File: src/rtl/logic_gates_stim_seq_if.sv
// Purpose: bundles the stimulus sequencer's control, gate-feedback and status signals.
// Latency: none, wiring only.
// Backpressure: none; iPause is the only flow control and is a level, not a handshake.
interface logic_gates_stim_seq_if;
    logic       iStart;
    logic       iPause;
    logic       iAnd;
    logic       iOr;
    logic       iNot;
    logic       oA;
    logic       oB;
    logic       oValid;
    logic       oBusy;
    logic       oDone;
    logic [1:0] oVecIdx;
    logic [7:0] oLoop;
    logic [7:0] oErrCnt;

    // Sequencer side: takes requests and gate feedback, drives vectors and status.
    modport master (
        input  iStart, iPause, iAnd, iOr, iNot,
        output oA, oB, oValid, oBusy, oDone, oVecIdx, oLoop, oErrCnt
    );

    // Controller / gate-block side.
    modport slave (
        output iStart, iPause, iAnd, iOr, iNot,
        input  oA, oB, oValid, oBusy, oDone, oVecIdx, oLoop, oErrCnt
    );
endinterface

File: src/rtl/logic_gates_stim_seq.sv
// Purpose: steps (A,B) through 00,10,01,11 for LOOPS passes, DWELL cycles per vector, then parks at 00.
// Latency: the first vector appears on the same edge that samples iStart; every output is registered.
// Backpressure: iPause freezes counter, vector and pass count while running; iStart is ignored while running.
// Option: define LOGIC_GATES_STIM_CHECK_EN to compare gate feedback on each vector's last dwell cycle.
module logic_gates_stim_seq #(
    parameter int DWELL = 40,
    parameter int LOOPS = 1,
    parameter int CNT_W = 16
) (
    input  logic                     iClk,
    input  logic                     iRst,
    logic_gates_stim_seq_if.master   bus
);

    typedef enum logic [1:0] {IDLE = 2'd0, RUN = 2'd1, DONE = 2'd2} state_t;

    localparam logic [CNT_W-1:0] DWELL_LAST = CNT_W'(DWELL - 1);
    localparam logic [7:0]       LOOPS_LAST = 8'(LOOPS - 1);

    state_t           state, stateNxt;
    logic [CNT_W-1:0] cnt, cntNxt;
    logic [1:0]       idx, idxNxt, idxInc;
    logic [7:0]       loopCnt, loopNxt;
    logic [7:0]       errCnt, errNxt;
    logic             aReg, aNxt, bReg, bNxt;
    logic             validReg, validNxt, busyReg, busyNxt, doneReg, doneNxt;
    logic             startReq, stepEnd, lastStep, mismatch;

    assign startReq = (state != RUN) && bus.iStart;
    assign stepEnd  = (state == RUN) && !bus.iPause && (cnt == DWELL_LAST);
    assign lastStep = stepEnd && (idx == 2'd3) && (loopCnt == LOOPS_LAST);
    assign idxInc   = idx + 2'd1;

`ifdef LOGIC_GATES_STIM_CHECK_EN
    // Feedback is judged against the vector currently on oA/oB, which the gate block has had DWELL cycles to settle on.
    assign mismatch = (bus.iAnd != (aReg & bReg)) ||
                      (bus.iOr  != (aReg | bReg)) ||
                      (bus.iNot != ~aReg);
`else
    logic unusedFeedback;
    assign unusedFeedback = ^{bus.iAnd, bus.iOr, bus.iNot};
    assign mismatch       = 1'b0;
`endif

    // State register; reset wins over everything.
    always_ff @(posedge iClk) begin
        if (iRst) state <= IDLE;
        else      state <= stateNxt;
    end

    // Next-state: start from IDLE/DONE, finish on the last dwell cycle of the last vector of the last pass.
    always_comb begin
        stateNxt = state;
        unique case (state)
            IDLE, DONE: if (bus.iStart) stateNxt = RUN;
            RUN:        if (lastStep)   stateNxt = DONE;
            default:    stateNxt = IDLE;
        endcase
    end

    // Next values for the counter, vector index and every registered output.
    always_comb begin
        cntNxt   = cnt;
        idxNxt   = idx;
        loopNxt  = loopCnt;
        errNxt   = errCnt;
        aNxt     = aReg;
        bNxt     = bReg;
        validNxt = validReg;
        busyNxt  = busyReg;
        doneNxt  = doneReg;
        if (startReq) begin
            cntNxt   = '0;
            idxNxt   = 2'd0;
            loopNxt  = 8'd0;
            errNxt   = 8'd0;
            aNxt     = 1'b0;
            bNxt     = 1'b0;
            validNxt = 1'b1;
            busyNxt  = 1'b1;
            doneNxt  = 1'b0;
        end else if (stepEnd) begin
            cntNxt = '0;
            if (idx == 2'd3) loopNxt = loopCnt + 8'd1;
            if (mismatch && (errCnt != 8'hFF)) errNxt = errCnt + 8'd1;
            if (lastStep) begin
                idxNxt   = 2'd0;
                aNxt     = 1'b0;
                bNxt     = 1'b0;
                validNxt = 1'b0;
                busyNxt  = 1'b0;
                doneNxt  = 1'b1;
            end else begin
                // Index bit 0 is A and bit 1 is B, giving the 00,10,01,11 order.
                idxNxt = idxInc;
                aNxt   = idxInc[0];
                bNxt   = idxInc[1];
            end
        end else if ((state == RUN) && !bus.iPause) begin
            cntNxt = cnt + 1'b1;
        end
    end

    // Datapath and output registers.
    always_ff @(posedge iClk) begin
        if (iRst) begin
            cnt      <= '0;
            idx      <= 2'd0;
            loopCnt  <= 8'd0;
            errCnt   <= 8'd0;
            aReg     <= 1'b0;
            bReg     <= 1'b0;
            validReg <= 1'b0;
            busyReg  <= 1'b0;
            doneReg  <= 1'b0;
        end else begin
            cnt      <= cntNxt;
            idx      <= idxNxt;
            loopCnt  <= loopNxt;
            errCnt   <= errNxt;
            aReg     <= aNxt;
            bReg     <= bNxt;
            validReg <= validNxt;
            busyReg  <= busyNxt;
            doneReg  <= doneNxt;
        end
    end

    assign bus.oA      = aReg;
    assign bus.oB      = bReg;
    assign bus.oValid  = validReg;
    assign bus.oBusy   = busyReg;
    assign bus.oDone   = doneReg;
    assign bus.oVecIdx = idx;
    assign bus.oLoop   = loopCnt;
    assign bus.oErrCnt = errCnt;

endmodule

File: src/flat_wrapper.sv
// flat-port wrapper written by rule: the top's interface ports become plain ports
module logic_gates_stim_seq_flat 
#(
    parameter int DWELL = 40,
    parameter int LOOPS = 1,
    parameter int CNT_W = 16
)
  (iClk, iRst, bus_iStart, bus_iPause, bus_iAnd, bus_iOr, bus_iNot, bus_oA, bus_oB, bus_oValid, bus_oBusy, bus_oDone, bus_oVecIdx, bus_oLoop, bus_oErrCnt);
  logic_gates_stim_seq_if bus_i ();
  input  logic iClk;
  input  logic iRst;
  input wire logic [$bits(bus_i.iStart)-1:0] bus_iStart;
  input wire logic [$bits(bus_i.iPause)-1:0] bus_iPause;
  input wire logic [$bits(bus_i.iAnd)-1:0] bus_iAnd;
  input wire logic [$bits(bus_i.iOr)-1:0] bus_iOr;
  input wire logic [$bits(bus_i.iNot)-1:0] bus_iNot;
  output wire logic [$bits(bus_i.oA)-1:0] bus_oA;
  output wire logic [$bits(bus_i.oB)-1:0] bus_oB;
  output wire logic [$bits(bus_i.oValid)-1:0] bus_oValid;
  output wire logic [$bits(bus_i.oBusy)-1:0] bus_oBusy;
  output wire logic [$bits(bus_i.oDone)-1:0] bus_oDone;
  output wire logic [$bits(bus_i.oVecIdx)-1:0] bus_oVecIdx;
  output wire logic [$bits(bus_i.oLoop)-1:0] bus_oLoop;
  output wire logic [$bits(bus_i.oErrCnt)-1:0] bus_oErrCnt;
  assign bus_i.iStart = bus_iStart;
  assign bus_i.iPause = bus_iPause;
  assign bus_i.iAnd = bus_iAnd;
  assign bus_i.iOr = bus_iOr;
  assign bus_i.iNot = bus_iNot;
  assign bus_oA = bus_i.oA;
  assign bus_oB = bus_i.oB;
  assign bus_oValid = bus_i.oValid;
  assign bus_oBusy = bus_i.oBusy;
  assign bus_oDone = bus_i.oDone;
  assign bus_oVecIdx = bus_i.oVecIdx;
  assign bus_oLoop = bus_i.oLoop;
  assign bus_oErrCnt = bus_i.oErrCnt;
  logic_gates_stim_seq #(.DWELL(DWELL), .LOOPS(LOOPS), .CNT_W(CNT_W)) u_core (.iClk(iClk), .iRst(iRst), .bus(bus_i));
endmodule
File: config.mk
export PLATFORM = sky130hd
export DESIGN_NAME = logic_gates_stim_seq_flat
export DESIGN_NICKNAME = d
export VERILOG_FILES = /design/src/rtl/logic_gates_stim_seq_if.sv /design/src/rtl/logic_gates_stim_seq.sv /design/src/flat_wrapper.sv
export SDC_FILE = /design/constraint.sdc
export NUM_CORES = 1
export LEC_CHECK = 0
export ABC_AREA = 1
export CAP_MARGIN = 20
export CORE_ASPECT_RATIO = 0.8
export CORE_MARGIN = 8
export CORE_UTILIZATION = 30
export CTS_CLUSTER_DIAMETER = 50
export DETAILED_ROUTE_END_ITERATION = 8
export GPL_TIMING_DRIVEN = 1
export HOLD_SLACK_MARGIN = 0.06
export PLACE_DENSITY = 0.56
export SLEW_MARGIN = 5
export SYNTH_ARGS = -nofsm -noshare
export SYNTH_HDL_FRONTEND = slang
export SYNTH_SLANG_ARGS = --single-unit
File: constraint.sdc
create_clock -name iClk -period 1.9 [get_ports iClk]
set_input_delay 0.19 -clock iClk [delete_from_list [all_inputs] [get_ports iClk]]
set_output_delay 0.19 -clock iClk [all_outputs]
set_load 0.01 [all_outputs]
### After elaboration in Yosys (flattened, before gate mapping)

Index checks and enable logic that the tools add are counted.

| operators by class | value |
|---|---|
| multiplexer cells | 9 |
| add/sub/neg operators | 3 |
| equality and inequality tests | 7 |
| reduce and logical (&&, ||, !) cells | 17 |

Operators by type and width:

| operator | number |
|---|---|
| 16-bit by 1-bit adder with 16-bit output, second input constant | 1 |
| 16-bit by 6-bit equality test with 1-bit output, second input constant | 1 |
| 8-bit by 1-bit adder with 8-bit output, second input constant | 1 |
| 8-bit zero test | 1 |
| 2-bit AND reduction | 4 |
| 2-bit 2-to-1 mux | 3 |
| 1-bit logical AND | 5 |
| 1-bit 2-to-1 mux | 5 |
| 2-bit equality test, second input constant | 2 |
| 2-bit by 1-bit != test with 1-bit output, second input constant | 2 |
| 2-bit case mux with 2 select lines | 1 |
| 2-bit nonzero test | 2 |
| 2-bit OR reduction | 2 |
| 3-bit OR reduction | 1 |
| 2-bit by 1-bit adder with 2-bit output, second input constant | 1 |
| 2-bit by 1-bit equality test with 1-bit output, second input constant | 1 |
| 2-bit zero test | 1 |
| 2-bit != test, second input constant | 1 |
| 1-bit zero test | 1 |

| storage, ports and cells | value |
|---|---|
| logic and storage cells | 44 |
| output and inout port bits | 23 |
| register bits after elaboration | 32 |

### Logic depth before layout (Yosys ltp)

Gate-level depths: netlist (run 1).

| depth | value |
|---|---|
| word-level depth | 8 |
| depth in mapped cells | 10 |

### Worst setup path before layout (run 1)

No wires, ideal clock.

| path | value |
|---|---|
| path type | flip-flop to flip-flop |
| start | register u_core.idx[0] (netlist: u_core.bus.oVecIdx[0]) |
| end | register u_core.loopCnt[0] (netlist: u_core.bus.oLoop[0]) |
| clock period less this slack | 1.416 ns |
| cell stages (with the launch flop) | 6 |
| path slack | 0.484 ns |
| data arrival time | 1.297 ns |
| required time | 1.780 ns |
| library setup time | 0.120 ns |
| cells stage by stage | dfxtp_1 ha_1 clkbuf_1 nand4_1 nand2_1 a21oi_1 |

| between the ends | value |
|---|---|
| cells in the longest elaborated chain, start to end | 2 |

Ends and longest elaborated chain:

| item | RTL line | text |
|---|---|---|
| from (decl) | logic_gates_stim_seq.sv:22 | `logic [1:0] idx, idxNxt, idxInc;` |
| from (signal assigned) | logic_gates_stim_seq.sv:118 | `idx <= idxNxt;` |
| 2-bit equality test | logic_gates_stim_seq.sv:84 | `if (idx == 2'd3) loopNxt = loopCnt + 8'd1;` |
| 2-bit AND reduction (no source line) | - |  |
| to (signal assigned) | logic_gates_stim_seq.sv:119 | `loopCnt <= loopNxt;` |
| to (decl) | logic_gates_stim_seq.sv:23 | `logic [7:0] loopCnt, loopNxt;` |

No other way between the ends.
A chain may end at the register's enable or synchronous reset.

### Worst setup path in the final report (run 1)

| path | value |
|---|---|
| start | register u_core.cnt[0] |
| end | register u_core.cnt[7] |

| between the ends | value |
|---|---|
| cells in the longest elaborated chain, start to end | 3 |
| elaborated cells on any way between the ends | 4 |

Ends and longest elaborated chain:

| item | RTL line | text |
|---|---|---|
| from (decl) | logic_gates_stim_seq.sv:21 | `logic [CNT_W-1:0] cnt, cntNxt;` |
| from (signal assigned) | logic_gates_stim_seq.sv:117 | `cnt <= cntNxt;` |
| branches (longest 3 deep; another with 16-bit by 1-bit adder with 16-bit output) | - |  |

Several ways; the timed one is not identified.

==> out/metrics.csv, run 1 <==
metric,value,unit
status,"complete, no violations",
ioPinCount,30,
maxSlewViolCount,0,
post_cts_buffers,0,
yosys.cell_types.count,26,
cts.repair.resized,0,
power.net_switching,0.000310,W
antenna_found_initial,0,
dpl_cell_area,1980,sq um
core_area,5790,sq um
max_cap_violations,0,
max_freq,631,MHz
route.vias.total,1575,
hold-worst-slack,0.449,ns
standard_cell_with_the_maximum_stage_delay_on_the_critical_path,dfxtp_1,
finalCriticalPeriod,1.59,ns
critical_path_peak_fanout,7,
timing.critical_path.arrival,1.74,ns
initialDrtViolationCount,58,
grt_use_total,0.0940,
clkSinkCount,30,
cts_made_buffers,5,
worst_path_largest_cell_delay,0.38,ns
route.final.wire_length,3790,microns
yosysWarnings,0,
hpwlAfterDp,2860,microns
wire_length_of_the_first_global_routing_pass,6460,microns
total_leakage_power,0.795,nW
power.ir.vdd_worst,0.331,mV
comb_power_share,0.057,
clk_path_buf_depth,2,
layout-drive-gt1-share,0.132,
timing.final.setup_violations,0,
design_area,2090,sq um
insertion_delay,0.29,ns
wl_per_cell,10.5,microns
placementRows,25,
vias_in_the_first_global_route,1444,
vias_per_cell,4.36,
post-route-period-util,0.834,
critical_path.endpoint_type,register,
grt.overflow.total,0,
floorplan.die_area,8590,sq um
tritoncts_clock_tree,done,
clk_pin_slew_worst_paths,0.07,ns
syn_avg_cell_area,6.79,sq um
syn-cell-area,1760,sq um
hold_buffers,0,
placement.io_buffers,18,
areaGrowthSynthToFinish,18.9,%
starting_density_of_the_core,0.304,
die_height,84.5,microns
nets,290,
power_density,648,nW/um^2
cp_top_family,simple AND/OR/NAND/NOR gates,
yosys_register_bits,30,
postRouteAntennaNets,0,
detail_route.first_pass.iterations,4,
critical_path_buf_inv_count,1,
holdCritPathClass,register to register,
grt_max_degree,12,
seq_power_share,0.470,
detail_route.drc_violations,0,
grt_setup_unrepaired,false,
chipWidth,102,microns
cts.root.buffer_cell,clkbuf_8,
ctsHtreeMaxLevel,2,
power.internal,0.00105,W
worstSetupPathType,register to register,
most_numerous_cell_on_the_critical_path,nor2_2,
num_antenna_cells,0,
cp_data_required_time,2.06,ns
crit_path_cell_trace,"ha_1, nand2_1, nor2_1, nand3_2, nor2_2, nor2_2, inv_1, a21oi_1",
timing.clock.skew,0.00812,ns
routabilityCongestion,0.802,
critical_path.startpoint_type,register,
pwr-share-clk,0.473,
final-hold-violation-count,0,
synth_sequential_area_ratio,0.341,
power_switching_share,0.229,
finalSetupTns,0,ns
synthCells,259,
final cells by class:
type                       count  area [sq um]
clock buffer                   5          68.8
clock inverter                 3          40.0
fill                         622          3690
inverter                      37           139
multi-input combinational    185           947
sequential                    30           601
tap                           81           101
timing repair buffer          20           195
cells in the mapped netlist:
cell type / number / share of area
nand2_1: 56 / 0.12
inv_1: 33 / 0.070
dfxtp_1: 30 / 0.34
nand3_1: 28 / 0.080
nor2_1: 27 / 0.058
a21oi_1: 23 / 0.065
buf_4: 12 / 0.051
nor2_2: 8 / 0.028
nand4_1: 5 / 0.018
o21ai_2: 5 / 0.025
xor2_1: 5 / 0.025
ha_1: 4 / 0.028
inv_2: 4 / 0.0085
nor3_1: 4 / 0.011
nand2_4: 2 / 0.013
nand3_2: 2 / 0.011
nor2_4: 2 / 0.013
buf_2: 1 / 0.0028
clkbuf_1: 1 / 0.0021
conb_1: 1 / 0.0021
nand2_2: 1 / 0.0036
nand4_2: 1 / 0.0071
nor3_2: 1 / 0.0057
o21ai_0: 1 / 0.0028
or2_0: 1 / 0.0036
or2_2: 1 / 0.0036
final timing paths:
path,startpoint,cells past startpoint,end,slack (ns)
max,u_core.cnt[0]$_SDFFE_PP0P_,8,u_core.cnt[7]$_SDFFE_PP0P_,0.31
min,u_core.bus.oDone$_SDFFE_PP0P_,2,u_core.bus.oDone$_SDFFE_PP0P_,0.45
max reg2reg,u_core.cnt[0]$_SDFFE_PP0P_,8,u_core.cnt[7]$_SDFFE_PP0P_,0.31
min reg2reg,u_core.bus.oDone$_SDFFE_PP0P_,2,u_core.bus.oDone$_SDFFE_PP0P_,0.45
cell usage in the layout, fill, tap and decap left out:
cell type        Yosys  routed
clkbuf_8             0       5
nor3_1               4       4
nand4_2              1       1
nand2_4              2       2
inv_1               33      33
nor2_1              27      27
nand2_1             56      56
or2_0                1       1
nand4_1              5       5
o21ai_0              1       1
or2_2                1       1
bufinv_16            0       1
nand3_1             28      28
dfxtp_1             30      30
nand3_2              2       2
nor3_2               1       1
clkinv_2             0       2
ha_1                 4       4
nand2_2              1       1
a21oi_1             23      23
clkdlybuf4s50_1      0      18
nor2_2               8       8
nor2_4               2       2
buf_4               12       2
o21ai_2              5       5
xor2_1               5       5
conb_1               1       8
inv_2                4       4
logic make-up (layout without fill, tap and decap cells):
kind of cell | after synthesis | in the layout | synth area share
XOR/XNOR | 5 | 5 | 0.0249
AO/OA/AOI/OAI | 29 | 29 | 0.0932
flip-flops | 30 | 30 | 0.341
other | 1 | 8 | 0.00213
AND/OR/NAND/NOR | 139 | 139 | 0.375
buffers and inverters | 51 | 65 | 0.135
adder cells (fa/ha/maj) | 4 | 4 | 0.0285
registers in the layout, indices dropped and copies added, names as in the netlist:
register            flops
u_core.cnt             16
u_core.bus.oLoop        8
u_core.state            2
u_core.bus.oB           1
u_core.bus.oDone        1
u_core.bus.oValid       1
u_core.bus.oVecIdx      1
power by group through the flow:
stage | clock network [W] | registers [W] | logic, W
6_report | 0.000642 | 0.000637 | 0.0000772
5_1_grt | 0.000696 | 0.000637 | 0.0000860
4_1_cts | 0.000665 | 0.000637 | 0.0000776
3_5_place_dp | 0 | 0.000651 | 0.0000776
3_3_place_gp | 0 | 0.000651 | 0.0000773
2_1_floorplan | 0 | 0.000652 | 0.0000664
routing by layer:
layer  global-route usage  up-vias  share of wire
met2                0.140       28           0.42
met4               0.0243        0         0.0032
met3               0.0413        2          0.058
li1                     -      840              -
met5                    0        -              0
met1                0.119      705           0.52
per-stage QoR:
step | power, W | utilization | instances | worst slack (ns)
finish | 0.00136 | 0.362 | 361 | 0.315
global route | 0.00142 | 0.362 | 361 | 0.150
CTS | 0.00138 | 0.362 | 361 | 0.316
detailed placement | 0.000729 | 0.343 | 353 | 0.227
global placement | 0.000728 | 0.343 | 353 | 0.218
floorplan | 0.000718 | - | 266 | 0.484
worst min-delay path, delay by kind of cell (launching register included):
family          cells  cell delay, ns
compound gates      1            0.05
buf+inv             1            0.04
flops               1            0.31
No activity file was read; power rests on OpenSTA's default activity.
==> run 2: changes to the inputs <==
Settings changed: PLACE_DENSITY 0.56 to 0.58.
Clock period 1.9 ns to 1.28 ns, I/O delays scaled along.
==> run 2 against run 1 <==
Compared with the run above:
- the run now ends with negative setup slack left
- core utilization increased by 7.8 points
- sequential power up 48%
- critical endpoint is now u_core.cnt[6]$_SDFFE_PP0P_
- largest power group unchanged
- critical path depth increased by 1
- final cell count up 12%
- wire length up 14%
- worst setup slack worse by 0.42 ns
- cell area rose by 22%
- flip-flop and latch count stayed put
- clock skew down 0.00059 ns
==> out/metrics.csv, run 2 (synthesized netlist as in run 1, its figures left out) <==
metric,value,unit
crit_start,u_core.cnt[0]$_SDFFE_PP0P_,
grt_use_total,0.106,
grt.overflow.total,0,
wl_per_cell,10.6,microns
r2r_start,u_core.cnt[0]$_SDFFE_PP0P_,
layout.filler_cells,602,
grt_setup_unrepaired,true,
power_switching_share,0.232,
hold-worst-slack,0.447,ns
power_density,809,nW/um^2
num_antenna_cells,0,
starting_density_of_the_core,0.304,
clk_pin_slew_worst_paths,0.07,ns
placementRows,25,
layout.cells.most_common_list,"53 x nand2_1, 41 x buf_4, 32 x inv_1, 26 x nand3_1, 23 x nor2_1",
cp_top_family,simple AND/OR/NAND/NOR gates,
final_util,0.440,
route.final.wire_length,4310,microns
max_freq,722,MHz
maxSlewViolCount,0,
placement.io_buffers,18,
top_register,u_core.cnt,
vias_per_cell,4.25,
regToRegEndpoint,u_core.cnt[6]$_SDFFE_PP0P_,
grt_max_degree,11,
violations,negative setup slack,
core_area,5790,sq um
clkSinkCount,30,
worstRegToRegCells,9,
cts.root.buffer_cell,clkbuf_8,
worstSetupPathType,register to register,
postRouteAntennaNets,0,
route.vias.total,1725,
pwr-share-clk,0.463,
setup_ws,-0.105,ns
reg_to_reg_slack_setup,-0.11,ns
critical_path.startpoint_type,register,
design_area,2540,sq um
timing.final.setup_violations,30,
floorplan.die_area,8590,sq um
total_leakage_power,1.12,nW
crit_path_cell_trace,"ha_4, nand2_2, nor2_2, nand3_2, nor2_4, nor2_4, buf_6, o21ai_2, a21oi_2",
die_height,84.5,microns
ctsHtreeMaxLevel,2,
cts_made_buffers,5,
critical_path.endpoint_type,register,
areaGrowthSynthToFinish,44.7,%
critical_path_buf_inv_count,1,
routabilityCongestion,0.857,
power.net_switching,0.000477,W
worst_path_largest_cell_delay,0.38,ns
vias_in_the_first_global_route,1627,
holdCritPathClass,register to register,
critical_path_peak_fanout,7,
layout_commonest_cell,nand2_1,
timing.critical_path.arrival,1.56,ns
seq_area,616,sq um
finalCriticalPeriod,1.39,ns
comb_power_share,0.079,
status,finished with violations,
most_numerous_cell_on_the_critical_path,nor2_4,
area_used_by_multi_input_combinational_logic,1040,sq um
hold_buffers,0,
chipWidth,102,microns
standard_cell_with_the_maximum_stage_delay_on_the_critical_path,dfxtp_4,
insertion_delay,0.28,ns
post-route-period-util,1.08,
power.internal,0.00158,W
max_cap_violations,0,
timing.clock.skew,0.00752,ns
initialDrtViolationCount,82,
detail_route.first_pass.iterations,4,
power.ir.vdd_worst,0.488,mV
cell_count_along_the_critical_path,9,
detail_route.drc_violations,0,
layout-drive-gt1-share,0.335,
clk_path_buf_depth,2,
seq_power_share,0.458,
wire_length_of_the_first_global_routing_pass,7330,microns
tritoncts_clock_tree,done,
antenna_found_initial,0,
final-hold-violation-count,0,
max_ffs_per_register,16,
cp-endpoint,u_core.cnt[6]$_SDFFE_PP0P_,
dpl_cell_area,2330,sq um
ioPinCount,30,
hpwlAfterDp,3300,microns
nets,335,
cp_data_required_time,1.45,ns
-- run 2: cell types whose count changed in the layout (fill, tap and decap cells not counted), moves of 3 or more --
cell             delta
nor2_4              +3
a21oi_1             -8
dfxtp_1             -8
nand2_1             -3
nor2_1              -4
clkdlybuf4s50_1    -15
dfxtp_2             +6
buf_6               +6
dlygate4sd2_1      +15
a21oi_2             +8
buf_4              +39
-- run 2: stage by stage --
| step | TNS, ns | setup WS [ns] | instances | total power, W |
|---|---|---|---|---|
| after global placement | -4.15 | -0.210 | 397 | 0.00111 |
| after detailed placement | -4.14 | -0.223 | 397 | 0.00111 |
| final | -2.05 | -0.105 | 406 | 0.00206 |
| after global routing | -4.98 | -0.197 | 406 | 0.00216 |
| after CTS | -2.03 | -0.111 | 405 | 0.00209 |
| after floorplan | 0 | 0.00471 | 266 | 0.00107 |
-- run 2: worst min path at each step --
stage / startpoint / to / cells past startpoint
final: u_core.bus.oDone$_SDFFE_PP0P_ / u_core.bus.oDone$_SDFFE_PP0P_ / 2
after global placement: u_core.bus.oDone$_SDFFE_PP0P_ / u_core.bus.oDone$_SDFFE_PP0P_ / 2
after floorplan: iRst / u_core.bus.oValid$_SDFFE_PP0P_ / 1
after global routing: u_core.bus.oDone$_SDFFE_PP0P_ / u_core.bus.oDone$_SDFFE_PP0P_ / 2
after CTS: u_core.bus.oDone$_SDFFE_PP0P_ / u_core.bus.oDone$_SDFFE_PP0P_ / 2
after detailed placement: u_core.bus.oDone$_SDFFE_PP0P_ / u_core.bus.oDone$_SDFFE_PP0P_ / 2
-- run 2: cell type report --
cell class / instances / area share
Clock inverter: 3 / 0.0157
Clock buffer: 5 / 0.0270
Multi-Input combinational cell: 185 / 0.410
Sequential cell: 30 / 0.242
Tap cell: 81 / 0.0398
Timing Repair Buffer: 65 / 0.211
Inverter: 37 / 0.0546
-- run 2: worst register-to-register path: stages (launching register included) --
cell and delay [ns]:
dfxtp_4 0.38, ha_4 0.16, nand2_2 0.06, nor2_2 0.08
nand3_2 0.10, nor2_4 0.18, nor2_4 0.07, buf_6 0.14
o21ai_2 0.07, a21oi_2 0.04
-- run 2: power groups by stage --
stage	sequential (W)	combinational (W)	clock [W]
5_1_grt	0.000943	0.000175	0.00104
3_5_place_dp	0.000967	0.000147	0
3_3_place_gp	0.000967	0.000146	0
6_report	0.000943	0.000163	0.000953
4_1_cts	0.000945	0.000147	0.000995
2_1_floorplan	0.000968	0.000101	0
-- run 2: layer usage --
layer  part of all wire  track usage
met2               0.46        0.164
met1               0.48        0.138
met3              0.050       0.0281
met4             0.0086       0.0324
met5                  0            0
-- run 2: what timing repair did --
| item | CTS | global route |
|---|---|---|
| gates resized for setup | 25 | 26 |
| endpoints found under the setup margin | 45 | 30 |
| setup buffers | 0 | 1 |
| gates cloned | 0 | 0 |
| pin swaps | 2 | 3 |
